<file path="src/rtl/microwave_ctrl.sv">
// Microwave oven control FSM and countdown timer.
//
// Captures one-hot keypad digits into a 3-digit BCD setpoint (M:ST), sequences
// cook / pause / resume / cancel from the start, stop and door inputs, and counts
// the setpoint down once per TICKS_PER_SEC clocks while the magnetron is enabled.
//
// Ports:
//   clk           system clock, rising edge
//   clear         synchronous active-high reset
//   keypad        one-hot digit keys (bit i = digit i), level
//   startn        start button, active-low level
//   stopn         stop/cancel button, active-low level
//   door_closed   1 = door closed
//   mag           magnetron enable (registered state decode)
//   timer_done    one-cycle pulse when the countdown reaches 0:00
//   min_bcd       minutes digit
//   sec_tens_bcd  tens-of-seconds digit
//   sec_ones_bcd  ones-of-seconds digit
//   state         IDLE=0, SET=1, COOK=2, PAUSE=3
module microwave_ctrl #(
    parameter int unsigned TICKS_PER_SEC = 50
) (
    input  logic       clk,
    input  logic       clear,
    input  logic [9:0] keypad,
    input  logic       startn,
    input  logic       stopn,
    input  logic       door_closed,
    output logic       mag,
    output logic       timer_done,
    output logic [3:0] min_bcd,
    output logic [3:0] sec_tens_bcd,
    output logic [3:0] sec_ones_bcd,
    output logic [1:0] state
);

    localparam int unsigned PW = $clog2(TICKS_PER_SEC);
    localparam logic [PW-1:0] PRESC_MAX = PW'(TICKS_PER_SEC - 1);

    typedef enum logic [1:0] {
        StIdle  = 2'd0,
        StSet   = 2'd1,
        StCook  = 2'd2,
        StPause = 2'd3
    } state_e;

    state_e        state_q, state_d;
    logic [3:0]    min_q, min_d, tens_q, tens_d, ones_q, ones_d;
    logic [PW-1:0] presc_q, presc_d;
    logic          done_q, done_d;
    logic          startn_q, stopn_q;
    logic [9:0]    key_q;

    logic       start_ev, stop_ev, key_onehot, key_ev;
    logic [3:0] key_digit;
    logic [3:0] dec_min, dec_tens, dec_ones;
    logic       dec_zero, entry_nonzero;

    assign start_ev   = ~startn & startn_q;
    assign stop_ev    = ~stopn & stopn_q;
    // Exactly one bit set: nonzero and clearing the lowest set bit leaves nothing.
    assign key_onehot = (keypad != 10'd0) && ((keypad & (keypad - 10'd1)) == 10'd0);
    // Event only when the previous sample was all-released, so a held key fires once.
    assign key_ev     = key_onehot && (key_q == 10'd0);

    always_comb begin
        key_digit = 4'd0;
        for (int i = 0; i < 10; i++) begin
            if (keypad[i]) key_digit = 4'(i);
        end
    end

    // Digit-wise decrement; tens above 5 simply count down like any other digit.
    always_comb begin
        dec_min  = min_q;
        dec_tens = tens_q;
        dec_ones = ones_q;
        if (ones_q != 4'd0) begin
            dec_ones = ones_q - 4'd1;
        end else if (tens_q != 4'd0) begin
            dec_tens = tens_q - 4'd1;
            dec_ones = 4'd9;
        end else if (min_q != 4'd0) begin
            dec_min  = min_q - 4'd1;
            dec_tens = 4'd5;
            dec_ones = 4'd9;
        end
    end

    assign dec_zero      = (dec_min == 4'd0) && (dec_tens == 4'd0) && (dec_ones == 4'd0);
    assign entry_nonzero = (tens_q != 4'd0) || (ones_q != 4'd0) || (key_digit != 4'd0);

    always_comb begin
        state_d = state_q;
        min_d   = min_q;
        tens_d  = tens_q;
        ones_d  = ones_q;
        presc_d = presc_q;
        done_d  = 1'b0;

        unique case (state_q)
            StIdle, StSet: begin
                if (state_q == StSet && stop_ev) begin
                    state_d = StIdle;
                    min_d   = 4'd0;
                    tens_d  = 4'd0;
                    ones_d  = 4'd0;
                end else if (state_q == StSet && start_ev && door_closed) begin
                    state_d = StCook;
                    presc_d = '0;
                end else if (key_ev) begin
                    min_d   = tens_q;
                    tens_d  = ones_q;
                    ones_d  = key_digit;
                    state_d = entry_nonzero ? StSet : StIdle;
                end
            end
            StCook: begin
                if (stop_ev || !door_closed) begin
                    state_d = StPause;
                end else if (presc_q == PRESC_MAX) begin
                    presc_d = '0;
                    min_d   = dec_min;
                    tens_d  = dec_tens;
                    ones_d  = dec_ones;
                    if (dec_zero) begin
                        state_d = StIdle;
                        done_d  = 1'b1;
                    end
                end else begin
                    presc_d = presc_q + PW'(1);
                end
            end
            StPause: begin
                if (stop_ev) begin
                    state_d = StIdle;
                    min_d   = 4'd0;
                    tens_d  = 4'd0;
                    ones_d  = 4'd0;
                    presc_d = '0;
                end else if (start_ev && door_closed) begin
                    // Resume mid-second from the held prescaler value.
                    state_d = StCook;
                end
            end
            default: state_d = StIdle;
        endcase
    end

    always_ff @(posedge clk) begin
        // Edge-detect samples run through clear so a button held across it is ignored.
        startn_q <= startn;
        stopn_q  <= stopn;
        key_q    <= keypad;
        if (clear) begin
            state_q <= StIdle;
            min_q   <= 4'd0;
            tens_q  <= 4'd0;
            ones_q  <= 4'd0;
            presc_q <= '0;
            done_q  <= 1'b0;
        end else begin
            state_q <= state_d;
            min_q   <= min_d;
            tens_q  <= tens_d;
            ones_q  <= ones_d;
            presc_q <= presc_d;
            done_q  <= done_d;
        end
    end

    assign mag          = (state_q == StCook);
    assign timer_done   = done_q;
    assign min_bcd      = min_q;
    assign sec_tens_bcd = tens_q;
    assign sec_ones_bcd = ones_q;
    assign state        = state_q;

endmodule

</file>
<file path="config.mk">
export PLATFORM = sky130hd
export DESIGN_NAME = microwave_ctrl
export DESIGN_NICKNAME = d
export VERILOG_FILES = /design/src/rtl/microwave_ctrl.sv
export SDC_FILE = /design/constraint.sdc
export NUM_CORES = 1
export LEC_CHECK = 0
export BUFFER_PORTS_ARGS = -buffer_cell sky130_fd_sc_hd__buf_2
export CORE_MARGIN = 5
export CORE_UTILIZATION = 40
export DETAILED_ROUTE_END_ITERATION = 10
export HOLD_SLACK_MARGIN = 0.08
export PLACE_DENSITY = 0.59
export SYNTH_ARGS = -nofsm -noshare
export SYNTH_HDL_FRONTEND = slang
export SYNTH_SLANG_ARGS = --single-unit
</file>
<file path="constraint.sdc">
create_clock -name clk -period 2.5 [get_ports clk]
set_clock_uncertainty 0.2 [all_clocks]
set_input_delay 0.25 -clock clk [delete_from_list [all_inputs] [get_ports clk]]
set_output_delay 0.25 -clock clk [all_outputs]
set_load 0.01 [all_outputs]
</file>
* Yosys cells after proc, flatten, opt, wreduce, memory -nomap -nowiden
Cells that the tools add are included.
** Operators by class
- Add/sub/neg operators :: 5
- Equality and inequality tests :: 15
- Multiplexer cells :: 54
- Bitwise logic cells :: 7
- Reduce and logical (&&, ||, !) cells :: 28
** Operator list (count)
- $mux W4 :: 33
- $pmux W4 S3 :: 3
- $mux W6 :: 5
- $logic_not A10 Y1 :: 2
- $pmux W6 S3 :: 1
- $mux W2 :: 8
- $reduce_bool A4 Y1 :: 4
- $logic_not A4 Y1 :: 3
- $sub A4 B1 Y4 const B :: 3
- $and A10 B10 Y10 :: 1
- $reduce_bool A10 Y1 :: 1
- $sub A10 B1 Y10 const B :: 1
- $ne A3 B3 Y1 const B :: 3
- $logic_and A1 B1 Y1 :: 8
- $ne A2 B2 Y1 const B :: 4
- $reduce_and A4 Y1 :: 2
- $add A6 B1 Y6 const B :: 1
- $eq A6 B6 Y1 const B :: 1
- $ne A3 B1 Y1 const B :: 2
- $pmux W2 S3 :: 1
- $reduce_and A5 Y1 :: 1
- $eq A2 B2 Y1 const B :: 2
- $ne A4 B4 Y1 const B :: 1
- $not A1 Y1 :: 4
- other kinds (9) :: 14
** Word-level totals
- Register bits after elaboration :: 33
- Input bits :: 15
- Output and inout port bits :: 16
- Word-level logic and storage cells :: 118

* Logic depth before layout (Yosys ltp)
- Depth after elaboration :: 16
- Gate-level depth with buffers :: 10
- Depth with buffers taken out :: 9

* Worst setup path after synthesis
OpenSTA, ideal clock, no wires.
- Path type :: register to register
- Start :: register ones_q[0], in the netlist sec_ones_bcd[0]
- End :: register state_q[1], in the netlist state[1]
- Library setup time :: 137 ps
- Arrival :: 2287 ps
- Required time :: 2163 ps
- Setup slack :: -124 ps
- Cell stages (with the launch flop) :: 11
- Buffers on the path :: 1
- Clock period less this slack :: 2624 ps
- Path through :: dfxtp_1 > inv_1 > ha_1 > or3b_2 > clkbuf_1 > nor2_2 > a21oi_1 > or3b_1 > o21ai_0 > o21a_1 > a311oi_1
** Between the ends
- Cells in the longest elaborated chain, start to end :: 7
- Elaborated cells between the ends (all ways) :: 14
- Classes of those cells :: add/sub: 1; eq/ne: 1; mux: 5; reduce/logical: 7
** Ends and longest elaborated chain
- from (decl) :: RTL line 48 : logic [3:0] min_q, min_d, tens_q, tens_d, ones_q, ones_d;
- from (signal assigned) :: RTL line 166 : ones_q <= ones_d;
- branches (longest 4 deep; another with $sub A4 B1 Y4)
- $logic_and A1 B1 Y1 * :: RTL line 90 : assign dec_zero = (dec_min == 4'd0) && (dec_tens == 4'd0) && (dec_ones == 4'd0);
- $ne A3 B1 Y1 (no line) *
- $reduce_and A4 Y1 (no line) *
- to (signal assigned) :: RTL line 156 : state_q <= StIdle;
- to (signal assigned) :: RTL line 163 : state_q <= state_d;
- to (decl) :: RTL line 47 : state_e state_q, state_d;
Every way passes the cells marked *.
A chain may end at the register's enable or synchronous reset.

* Final worst setup path
- Start :: register key_q[5]
- End :: register ones_q[3], in the netlist sec_ones_bcd[3]
** Between the ends
- Cells in the longest elaborated chain, start to end :: 4
** Ends and longest elaborated chain
- from (decl) :: RTL line 52 : logic [9:0] key_q;
- from (signal assigned) :: RTL line 154 : key_q <= keypad;
- $logic_not A10 Y1 :: RTL line 64 : assign key_ev = key_onehot && (key_q == 10'd0);
- $logic_and A1 B1 Y1 :: RTL line 64
- $ne A3 B3 Y1 (no line)
- $reduce_and A5 Y1 (no line)
Every way passes these cells.

==> flow_summary_export.csv <==
group,metric,value,unit
timing,period_share,1.03,
placement,portBuffers,30,
floorplanning,die_h,81.3,microns
floorplanning,fp.dieW,81.3,microns
finish,instances_no_fill,396,
detailed_routing,drtIter0Drc,137,
synth,ys_ff_latch,33,
timing,max_slew.worst_pin.slew,0.468,ns
synth,synth_enable_flop_cells,0,
synth,synth_cell_types,62,
finish,layout-drive-gt1-share,0.368,
timing,timing.hold.ws,0.208,ns
synth,syn_inst,242,
timing,maxSlewHeadroom,0.684,
finish,nets,345,
finish,final_cell_mix,"buf_4, nor2_1, dfxtp_1",
finish,diodes,0,
cts,cts_buffer_depth,2,
global_route,grt_antenna_before_repair,0,
finish,final_common_cell,"buf_4",
flow_run,maxCapViolations,0,
global_route,grt_pass1_wl,9000,microns
synth,seq_area_frac_synth,0.325,
placement,place_congestion,0.846,
detailed_routing,wl,5460,microns
worst_setup_path,endpoint_kind,"flop",
synth,syn_nets,262,
global_route,gr-total-overflow,0,
worst_setup_path,crit_type,"flop to flop",
pwr,p_leak,0.00119,uW
timing,slew_violations,0,
floorplanning,rows,26,
synth,synth_area_leaders,"dfxtp_1, nor2_1, a211oi_2, a21oi_1, ha_1",
synth,syn_area,2040,sq um
floorplanning,design.die.area,6620,sq um
worst_setup_path,critPathRequiredTime,2.50,ns
floorplanning,io_pins,31,
timing,fmax,388,MHz
floorplanning,start_util,0.406,
cts,numCtsBuffers,5,
finish,fin_util,0.575,
cts,worstSkewPairLatency,0.29,ns
global_route,grt_max_degree,18,
cts,ctsHtreeMaxLevel,2,
cts,cts_root_buf,"clkbuf_8",
pwr,power_density,429,nW/um^2
status,violations,"setup timing",
worst_setup_path,path_max_fanout,6,
worst_setup_path,reg2reg_setup_slack,-0.08,ns
synth,ys_async_sr_fraction,0,
floorplanning,core,5010,sq um
timing,setup_ws,-0.0774,ns
detailed_routing,wire_per_inst,13.8,microns
timing,setup_viol,12,
timing,post-route-min-period,2.58,ns
timing,final_hold_viol_count,0,
status,status,"finished, violations left",
cts,clk_pin_slew,0.08,ns
synth,ys_warn_count,0,
synth,yosys.area.top_type_share,0.325,
global_route,grt_usage,0.174,
detailed_routing,drc,0,
detailed_routing,vias,2055,
synth,avgSynthCellArea,8.41,sq um
cts,cts_tree,"yes",
detailed_routing,detail-route-antenna-nets,0,
synth,yosys.area.top_type,"dfxtp_1",
worst_hold_path,hold_path.class,"input port to flop",
timing,rsz0062_at_grt,"yes",
worst_setup_path,crit_arrival,2.58,ns
synth,synthFlopType,"dfxtp_1",
placement,pre_cts_ws,-0.230,ns
cts,cts.sink_count,33,
placement,placed_cells,372,
placement,dp_hpwl,4090,microns
worst_setup_path,startpoint_type,"flop",
finish,area_delta_synth_final,41.6,%
global_route,first_global_vias,1916,
pwr,ir_drop,0.331,mV
detailed_routing,via_per_inst,5.19,
detailed_routing,dr.pass1.iters,4,
worst max-delay path, stage by stage, from the launching register on:
cell	delay (ns)
dfxtp_1	0.30
or4_4	0.53
a2111oi_4	0.20
o2111ai_1	0.15
or3b_4	0.44
a21oi_4	0.25
buf_6	0.17
nor2_4	0.04
a311oi_2	0.21
cells by family after synthesis:
logic type,after synthesis,share of synthesized area
multiplexers,2,0.00983
flip-flops,33,0.325
adder cells (fa/ha/maj),5,0.0307
buffers and inverters,24,0.0608
AO/OA/AOI/OAI,71,0.269
XOR/XNOR,5,0.0215
AND/OR/NAND/NOR,102,0.284
Yosys cell counts, drive strengths merged (4+ instances only):
library cell,count
o211ai,4
buf,4
dfxtp,33
nor2,37
clkbuf,8
a211oi,9
ha,5
o21ai,9
a311oi,4
nor3,11
or3b,6
nor2b,6
nand2b,4
nor3b,4
a21oi,19
nor4,4
inv,12
nand2,11
where the power goes:
| part | internal (uW) | total [uW] | switching [uW] |
|---|---|---|---|
| clock | 401 | 615 | 214 |
| combinational | 41.0 | 83.9 | 43.0 |
| sequential | 536 | 539 | 3.53 |
final cells by class:
class,instances,area [sq um]
inverter,12,45.0
fill,475,2130
clock inverter,3,68.8
timing repair buffer,88,627
sequential,33,661
multi-input combinational,185,1330
clock buffer,5,68.8
tap,70,87.6
per-layer routing:
metal | vias up | GRT usage | part of all wire
li1 | 1057 | - | -
met1 | 946 | 0.238 | 0.48
met2 | 50 | 0.271 | 0.47
met3 | 2 | 0.0432 | 0.053
met4 | 0 | 0.0456 | 0.0055
met5 | - | 0 | 0
sequential cells by signal, summed over array words and instances, names as in the netlist:
register	cells
key_q	10
min_bcd	4
presc_q	6
sec_ones_bcd	4
sec_tens_bcd	4
startn_q	1
state	2
stopn_q	1
timer_done	1
metrics by stage:
| stage | total power (uW) | setup TNS, ns | instance area, sq um |
|---|---|---|---|
| detailed placement | 616 | -2.02 | 2520 |
| CTS | 1250 | -0.717 | 2790 |
| floorplan | 578 | 0 | 2050 |
| global placement | 616 | -1.47 | 2520 |
| finish | 1240 | -0.694 | 2880 |
| global route | 1290 | -2.01 | 2880 |
worst paths after layout:
| kind | depth (start not counted) | to | startpoint |
|---|---|---|---|
| worst min-delay path | 2 | min_bcd[0] | clear |
| worst max-delay path | 8 | sec_ones_bcd[3] | key_q[5] |
| worst max register to register | 8 | sec_ones_bcd[3] | key_q[5] |
| worst min register to register | 2 | presc_q[5] | presc_q[5] |
what timing repair did:
action | CTS | global route
setup buffers | 0 | 4
gates resized for setup | 5 | 11
endpoints found under the hold margin | 12 | 1
hold buffers | 11 | 1
pin swaps | 1 | 6
endpoints found under the setup margin | 14 | 15
No activity file was read; power rests on OpenSTA's default activity.
